<file path="config.mk">
export PLATFORM = sky130hd
export DESIGN_NAME = vdp_sprite_line_render
export DESIGN_NICKNAME = d
export VERILOG_FILES = /design/src/rtl/vdp_sprite_pkg.sv /design/src/rtl/vdp_sprite_hit.sv /design/src/rtl/vdp_sprite_line_render.sv
export SDC_FILE = /design/constraint.sdc
export NUM_CORES = 1
export LEC_CHECK = 0
export ABC_AREA = 1
export CORE_MARGIN = 8
export CORE_UTILIZATION = 50
export DETAILED_ROUTE_END_ITERATION = 8
export HOLD_SLACK_MARGIN = 0.08
export PLACE_DENSITY = 0.68
export SLEW_MARGIN = 20
export SYNTH_ARGS = -nofsm -noshare
export SYNTH_HDL_FRONTEND = slang
export SYNTH_SLANG_ARGS = --single-unit
</file>
<file path="constraint.sdc">
create_clock -name CLK21M -period 4.83 [get_ports CLK21M]
set_clock_uncertainty 0.1 [all_clocks]
set_input_delay 0.483 -clock CLK21M [delete_from_list [all_inputs] [get_ports CLK21M]]
set_output_delay 0.483 -clock CLK21M [all_outputs]
set_load 0.02 [all_outputs]
</file>
<file path="src/rtl/vdp_sprite_pkg.sv">
// Shared types for the sprite line renderer.
//   spinfo_t       : one 32-bit sprite info word as read from the info RAM
//   render_state_t : renderer sequencing states
//   SPINFO_*       : bit positions of the info word fields
package vdp_sprite_pkg;

   localparam int SPINFO_X_LSB   = 0;
   localparam int SPINFO_X_W     = 9;
   localparam int SPINFO_PAT_LSB = 9;
   localparam int SPINFO_PAT_W   = 16;
   localparam int SPINFO_COL_LSB = 25;
   localparam int SPINFO_COL_W   = 4;
   localparam int SPINFO_CC_BIT  = 29;
   localparam int SPINFO_IC_BIT  = 30;

   typedef struct packed {
      logic                    rsv;
      logic                    ic;
      logic                    cc;
      logic [SPINFO_COL_W-1:0] color;
      logic [SPINFO_PAT_W-1:0] pattern;
      logic [SPINFO_X_W-1:0]   x;
   } spinfo_t;

   typedef enum logic [1:0] {
      IDLE,
      PRELOAD,
      ACTIVE
   } render_state_t;

endpackage

</file>
<file path="src/rtl/vdp_sprite_hit.sv">
// Per-entry combinational hit test for one preloaded sprite.
//   info  : preloaded sprite info word
//   valid : entry holds a live sprite for this line
//   mag   : 1 = each pattern bit covers two dots
//   dot_x : current dot, 0..255
//   hit   : sprite has a set pattern bit on this dot
//   color, cc, ic : fields of the entry, passed through for resolution
module vdp_sprite_hit
   import vdp_sprite_pkg::*;
#(
   parameter int PAT_W = 16
) (
   input  spinfo_t    info,
   input  logic       valid,
   input  logic       mag,
   input  logic [8:0] dot_x,
   output logic       hit,
   output logic [3:0] color,
   output logic       cc,
   output logic       ic
);

   localparam int IW = $clog2(PAT_W);

   logic [9:0]       d;
   logic [9:0]       wid;
   logic [9:0]       idx;
   logic             in_range;
   logic [PAT_W-1:0] pat_sh;
   logic             unused_bits;

   always_comb begin
      // X is 9-bit two's complement, so sign-extend it against the zero-extended dot.
      d        = {1'b0, dot_x} - {info.x[8], info.x};
      wid      = mag ? 10'(2 * PAT_W) : 10'(PAT_W);
      in_range = !d[9] && (d < wid);
      idx      = mag ? {1'b0, d[9:1]} : d;
      // MSB of the pattern is the leftmost dot: shift the wanted bit up to the top.
      pat_sh   = PAT_W'(info.pattern) << idx[IW-1:0];
      hit      = valid && in_range && pat_sh[PAT_W-1];
   end

   assign color       = info.color;
   assign cc          = info.cc;
   assign ic          = info.ic;
   assign unused_bits = ^{info.rsv, idx[9:IW]};

endmodule

</file>
<file path="src/rtl/vdp_sprite_line_render.sv">
// Sprite line renderer: preloads up to NUM_SPR sprite info words at line start,
// then resolves per-dot sprite colour, visibility and collisions (mode-2 rules).
//   CLK21M, RESET_N  : clock, async active-low reset
//   LINE_START       : starts preload for the coming line
//   SP_COUNT         : number of live entries (0..NUM_SPR)
//   MAG, TP          : magnify, colour-0-displayable
//   DOT_EN, DOT_X    : dot strobe and dot position
//   INFO_ADDR/INFO_Q : info RAM read port (one clock read latency)
//   PRELOAD_BUSY     : high while preloading
//   SP_COLOR, SP_VALID, COLLISION, COL_X : registered per-dot results
//
// state   | meaning
// IDLE    | after reset, no line prepared, dots render transparent
// PRELOAD | stepping INFO_ADDR and capturing entries
// ACTIVE  | entries loaded, dots resolved against them
module vdp_sprite_line_render
   import vdp_sprite_pkg::*;
#(
   parameter int NUM_SPR = 8,
   parameter int PAT_W   = 16
) (
   input  logic                       CLK21M,
   input  logic                       RESET_N,
   input  logic                       LINE_START,
   input  logic [3:0]                 SP_COUNT,
   input  logic                       MAG,
   input  logic                       TP,
   input  logic                       DOT_EN,
   input  logic [8:0]                 DOT_X,
   output logic [$clog2(NUM_SPR)-1:0] INFO_ADDR,
   input  logic [31:0]                INFO_Q,
   output logic                       PRELOAD_BUSY,
   output logic [3:0]                 SP_COLOR,
   output logic                       SP_VALID,
   output logic                       COLLISION,
   output logic [8:0]                 COL_X
);

   localparam int AW = $clog2(NUM_SPR);
   localparam int SW = $clog2(NUM_SPR + 1);

   render_state_t        state;
   logic [SW-1:0]        step;
   logic [SW-1:0]        cap_num;
   logic [AW-1:0]        cap_idx;
   spinfo_t              entries [NUM_SPR];
   logic [NUM_SPR-1:0]   ent_valid;

   logic [NUM_SPR-1:0]   hit_w;
   logic [NUM_SPR-1:0]   cc_w;
   logic [NUM_SPR-1:0]   ic_w;
   logic [3:0]           col_w [NUM_SPR];

   logic                 base_found;
   logic                 chain;
   logic [3:0]           res_color;
   logic                 res_valid;
   logic                 coll_seen;
   logic                 coll;

   for (genvar g = 0; g < NUM_SPR; g++) begin : g_hit
      vdp_sprite_hit #(.PAT_W(PAT_W)) u_hit (
         .info  (entries[g]),
         .valid (ent_valid[g]),
         .mag   (MAG),
         .dot_x (DOT_X),
         .hit   (hit_w[g]),
         .color (col_w[g]),
         .cc    (cc_w[g]),
         .ic    (ic_w[g])
      );
   end

   // Lowest-index CC=0 hit is the base; CC=1 entries directly behind it OR in.
   // The chain is broken by the first CC=0 entry, hit or not.
   always_comb begin
      base_found = 1'b0;
      chain      = 1'b0;
      res_color  = 4'd0;
      coll_seen  = 1'b0;
      coll       = 1'b0;
      for (int i = 0; i < NUM_SPR; i++) begin
         if (!base_found) begin
            if (hit_w[i] && !cc_w[i]) begin
               base_found = 1'b1;
               chain      = 1'b1;
               res_color  = col_w[i];
            end
         end else if (chain) begin
            if (cc_w[i]) begin
               if (hit_w[i]) res_color = res_color | col_w[i];
            end else begin
               chain = 1'b0;
            end
         end
         if (hit_w[i] && !cc_w[i] && !ic_w[i]) begin
            if (coll_seen) coll = 1'b1;
            coll_seen = 1'b1;
         end
      end
      res_valid = base_found && ((res_color != 4'd0) || TP);
   end

   // Step s captures the entry addressed at step s-1 (RAM read latency of one clock).
   assign cap_num = SW'(step - SW'(1));
   assign cap_idx = AW'(cap_num);

   always_ff @(posedge CLK21M or negedge RESET_N) begin
      if (!RESET_N) begin
         state        <= IDLE;
         step         <= '0;
         INFO_ADDR    <= '0;
         PRELOAD_BUSY <= 1'b0;
         ent_valid    <= '0;
         for (int i = 0; i < NUM_SPR; i++) entries[i] <= '0;
         SP_COLOR     <= 4'd0;
         SP_VALID     <= 1'b0;
         COLLISION    <= 1'b0;
         COL_X        <= 9'd0;
      end else begin
         COLLISION <= 1'b0;
         if (DOT_EN) begin
            if ((state == ACTIVE) && !LINE_START) begin
               SP_COLOR <= res_color;
               SP_VALID <= res_valid;
               if (coll) begin
                  COLLISION <= 1'b1;
                  COL_X     <= DOT_X;
               end
            end else begin
               SP_COLOR <= 4'd0;
               SP_VALID <= 1'b0;
            end
         end

         if (LINE_START) begin
            state        <= PRELOAD;
            step         <= '0;
            INFO_ADDR    <= '0;
            PRELOAD_BUSY <= 1'b1;
            ent_valid    <= '0;
         end else begin
            case (state)
               PRELOAD: begin
                  if (step != '0) begin
                     entries[cap_idx]   <= spinfo_t'(INFO_Q);
                     ent_valid[cap_idx] <= (32'(cap_num) < 32'(SP_COUNT));
                  end
                  if (32'(step) == NUM_SPR) begin
                     state        <= ACTIVE;
                     step         <= '0;
                     INFO_ADDR    <= '0;
                     PRELOAD_BUSY <= 1'b0;
                  end else begin
                     step <= SW'(step + SW'(1));
                     if (32'(step) < NUM_SPR - 1) INFO_ADDR <= AW'(step + SW'(1));
                  end
               end
               default: ;
            endcase
         end
      end
   end

endmodule

</file>
==> flow_metrics.env <==
export IMPL_io_buffer_count=68
export IMPL_async_reset_ff_share_pct=100
export IMPL_startpoint_type="primary input"
export IMPL_synth_area_um2=17100
export IMPL_grt_pass1_vias=15000
export IMPL_route_detailed_wl_per_inst_um=15.8
export IMPL_grt_max_degree=133
export IMPL_synth_top_area_share_pct=41.0
export IMPL_cts_setup_buffers=0
export IMPL_arrival_ps=4780
export IMPL_reg2reg_to="SP_VALID$_DFFE_PN0P_"
export IMPL_chipWidth_um=201
export IMPL_finalSetupViolations=0
export IMPL_ios=70
export IMPL_grt_pass1_wl_um=77400
export IMPL_dominantRegCellSynth="dfrtp_1"
export IMPL_whs_path_depth=2
export IMPL_synth_top_area_cell="dfrtp_1"
export IMPL_critical_path_max_fanout=6
export IMPL_drc_errors=0
export IMPL_cts_root_buf="clkbuf_16"
export IMPL_nets=2631
export IMPL_globalRouteOverflowTotal=0
export IMPL_yosysUniqueCellTypes=48
export IMPL_coreArea_um2=33600
export IMPL_die_area_um2=40400
export IMPL_synth_top_cells_by_count="nand2_1 (790), inv_1 (295), o21ai_0 (288), dfrtp_1 (280), nand3_1 (134)"
export IMPL_cpPeakStageDelay_ps=660
export IMPL_stdcell_count=2960
export IMPL_viasPerCell=5.21
export IMPL_fin_crit_ps=4470
export IMPL_maxCapViolations=0
export IMPL_insertion_delay_ps=520
export IMPL_r2r_cells=28
export IMPL_fillCellCount=3100
export IMPL_diodes=0
export IMPL_groute_usage_overall_pct=23.3
export IMPL_drt_wl_total_um=46700
export IMPL_dp_cells=2897
export IMPL_ys_top_cells_by_area="dfrtp_1 (41%), nand2_1 (17%), o21ai_0 (8.4%), inv_1 (6.5%), ha_1 (6.2%)"
export IMPL_antenna_found_initial=0
export IMPL_p_leak_nw=10.6
export IMPL_clockBufferDepth=3
export IMPL_rows=67
export IMPL_hpwl_um=32800
export IMPL_ys_warn_count=0
export IMPL_worst_pin_slew_ps=1020
export IMPL_max_slew_margin_pct=31.5
export IMPL_avgSynthCellArea_um2=7.37
export IMPL_hold_end="COL_X[6]$_DFFE_PN0P_"
export IMPL_synth_edf_count=0
export IMPL_area_delta_synth_final_pct=19.1
export IMPL_synth_most_common_cell="nand2_1"
export IMPL_syn_inst=2323
export IMPL_cts_buffers_inserted=34
export IMPL_place_congestion=0.916
export IMPL_die_h_um=201
export IMPL_min_period_over_period_pct=92.6
export IMPL_end_kind="flop"
export IMPL_synth_seq_cells=280
export IMPL_htreeDepth=2
export IMPL_worst_path_most_repeated_cell="nand2_1"
export IMPL_cts_tree="yes"
export IMPL_max_freq_mhz=224
export IMPL_cts_reportedPaths_clkPinSlew_ps=60
export IMPL_antenna_left=0
export IMPL_rr_startpoint="entries[226]$_DFFE_PN0P_"
export IMPL_drive_gt1_share_pct=9.67
export IMPL_hp_class="flop to flop"
export IMPL_rsz0062_at_grt="false"
export IMPL_rrSetupSlack_ps=710
export IMPL_worstPathRequired_ps=5140
export IMPL_slew_violations=0
export IMPL_fin_setup_tns_ps=0
export IMPL_criticalPathCategory="primary input to flop"
export IMPL_status="completed"
export IMPL_holdCritStartpoint="COL_X[6]$_DFFE_PN0P_"
export IMPL_firstDrtPassIters=6
export IMPL_drt_iter0_drc=1078
export IMPL_power_density_nw_per_um2=593
export IMPL_vias=15400
export IMPL_seq_area_frac_synth_pct=41.0
export IMPL_syn_nets=2467
export IMPL_clock_sinks=280
export IMPL_peakVddDrop_v=0.000385
export IMPL_hold_viol=0
export IMPL_start_util_pct=50.9
export IMPL_slowest_stage="clkdlybuf4s50_1"
==> power breakdown <==
| group | switching, mW | internal, mW | total (mW) |
|---|---|---|---|
| clock | 1.04 | 1.83 | 2.87 |
| combinational | 3.15 | 2.26 | 5.41 |
| sequential | 0.556 | 3.25 | 3.81 |
| total | 4.74 | 7.34 | 12.1 |
==> timing repair <==
item / in CTS / in global routing
endpoints found under the setup margin: 0 / 0
gates resized for setup: 0 / 0
hold endpoints to repair: 129 / 0
hold buffers: 1 / 0
==> worst max-delay path by stage <==
stage | start | to | slack (ps) | cells past startpoint
5_1_grt | DOT_X[2] | SP_VALID$_DFFE_PN0P_ | 90 | 28
2_1_floorplan | DOT_X[0] | SP_VALID$_DFFE_PN0P_ | 1050 | 32
6_report | DOT_X[2] | SP_VALID$_DFFE_PN0P_ | 360 | 28
3_3_place_gp | DOT_X[2] | SP_VALID$_DFFE_PN0P_ | 4 | 28
4_1_cts | DOT_X[2] | SP_VALID$_DFFE_PN0P_ | 430 | 28
3_5_place_dp | DOT_X[2] | SP_VALID$_DFFE_PN0P_ | -70 | 28
==> critical path, delay by kind of cell <==
kind	cells	cell delay, ps
xor gates and xnor gates	1	80
AOI/OAI and AO/OA	6	960
buffers and inverters	2	730
and+or+nand+nor	17	1890
adders and majority gates	2	650
==> flip-flops by register name (all words and copies together), names as in the netlist <==
signal and cells:
INFO_ADDR 3, ent_valid 8, entries 248, COL_X 9, SP_VALID 1, step 4, COLLISION 1, SP_COLOR 4
state 2
==> per-stage QoR <==
stage | total power [mW] | utilization, % | hold slack, ps | setup WS [ps] | area [um2]
2_1_floorplan | 7.45 | - | 87.4 | 1050 | 17100
3_3_place_gp | 8.96 | 56.6 | 359 | 4.05 | 19000
3_5_place_dp | 9.12 | 56.6 | 364 | -70.2 | 19000
4_1_cts | 12.1 | 60.4 | 379 | 433 | 20300
5_1_grt | 13.1 | 60.6 | 401 | 87.0 | 20400
6_report | 12.1 | 60.6 | 378 | 358 | 20400
==> layout make-up <==
class                           instances  area, um2  area share [%]
Tap cell                              448        561            2.75
Clock buffer                           44        950            4.66
Sequential cell                       280       7010            34.4
Clock inverter                         17        312            1.53
Multi-Input combinational cell       1678       8720            42.8
Inverter                              300       1130            5.53
Timing Repair Buffer                  193       1700            8.36
==> cells by family after synthesis <==
kind of cell	count (synthesis)	synth area share, %
xor gates and xnor gates	33	1.69
DFF	280	41.0
muxes	32	1.91
and+or+nand+nor	1114	27.0
buffers and inverters	365	8.45
AOI/OAI and AO/OA	406	12.9
adders and majority gates	93	7.15
==> metal layers <==
| layer | track usage (%) | vias up | wire length (um) |
|---|---|---|---|
| li1 | - | 7809 | - |
| met1 | 33.2 | 7173 | 22800 |
| met3 | 3.32 | 75 | 2500 |
| met2 | 35.7 | 367 | 19900 |
| met4 | 8.28 | 0 | 1560 |
| met5 | 0 | - | 0 |
==> layout by cell type, fill, tap and decap left out, drive strengths merged, types with 2 or more instances in the layout <==
| master | instances |
|---|---|
| o21a | 2 |
| o211ai | 11 |
| nand3b | 17 |
| a31oi | 4 |
| xnor2 | 15 |
| clkdlybuf4s50 | 66 |
| mux2 | 5 |
| nand3 | 135 |
| nor3 | 8 |
| clkbuf | 44 |
| clkinvlp | 3 |
| a32oi | 8 |
| fa | 8 |
| dfrtp | 280 |
| clkinv | 4 |
| o21bai | 8 |
| bufinv | 8 |
| or2 | 22 |
| buf | 126 |
| nor2 | 100 |
| xor2 | 18 |
| mux2i | 27 |
| a21oi | 62 |
| nand4 | 30 |
| inv | 302 |
| nand2 | 799 |
| ha | 85 |
| o31ai | 2 |
| o21ai | 304 |
Note: power is estimated with default switching activity, not from simulation.
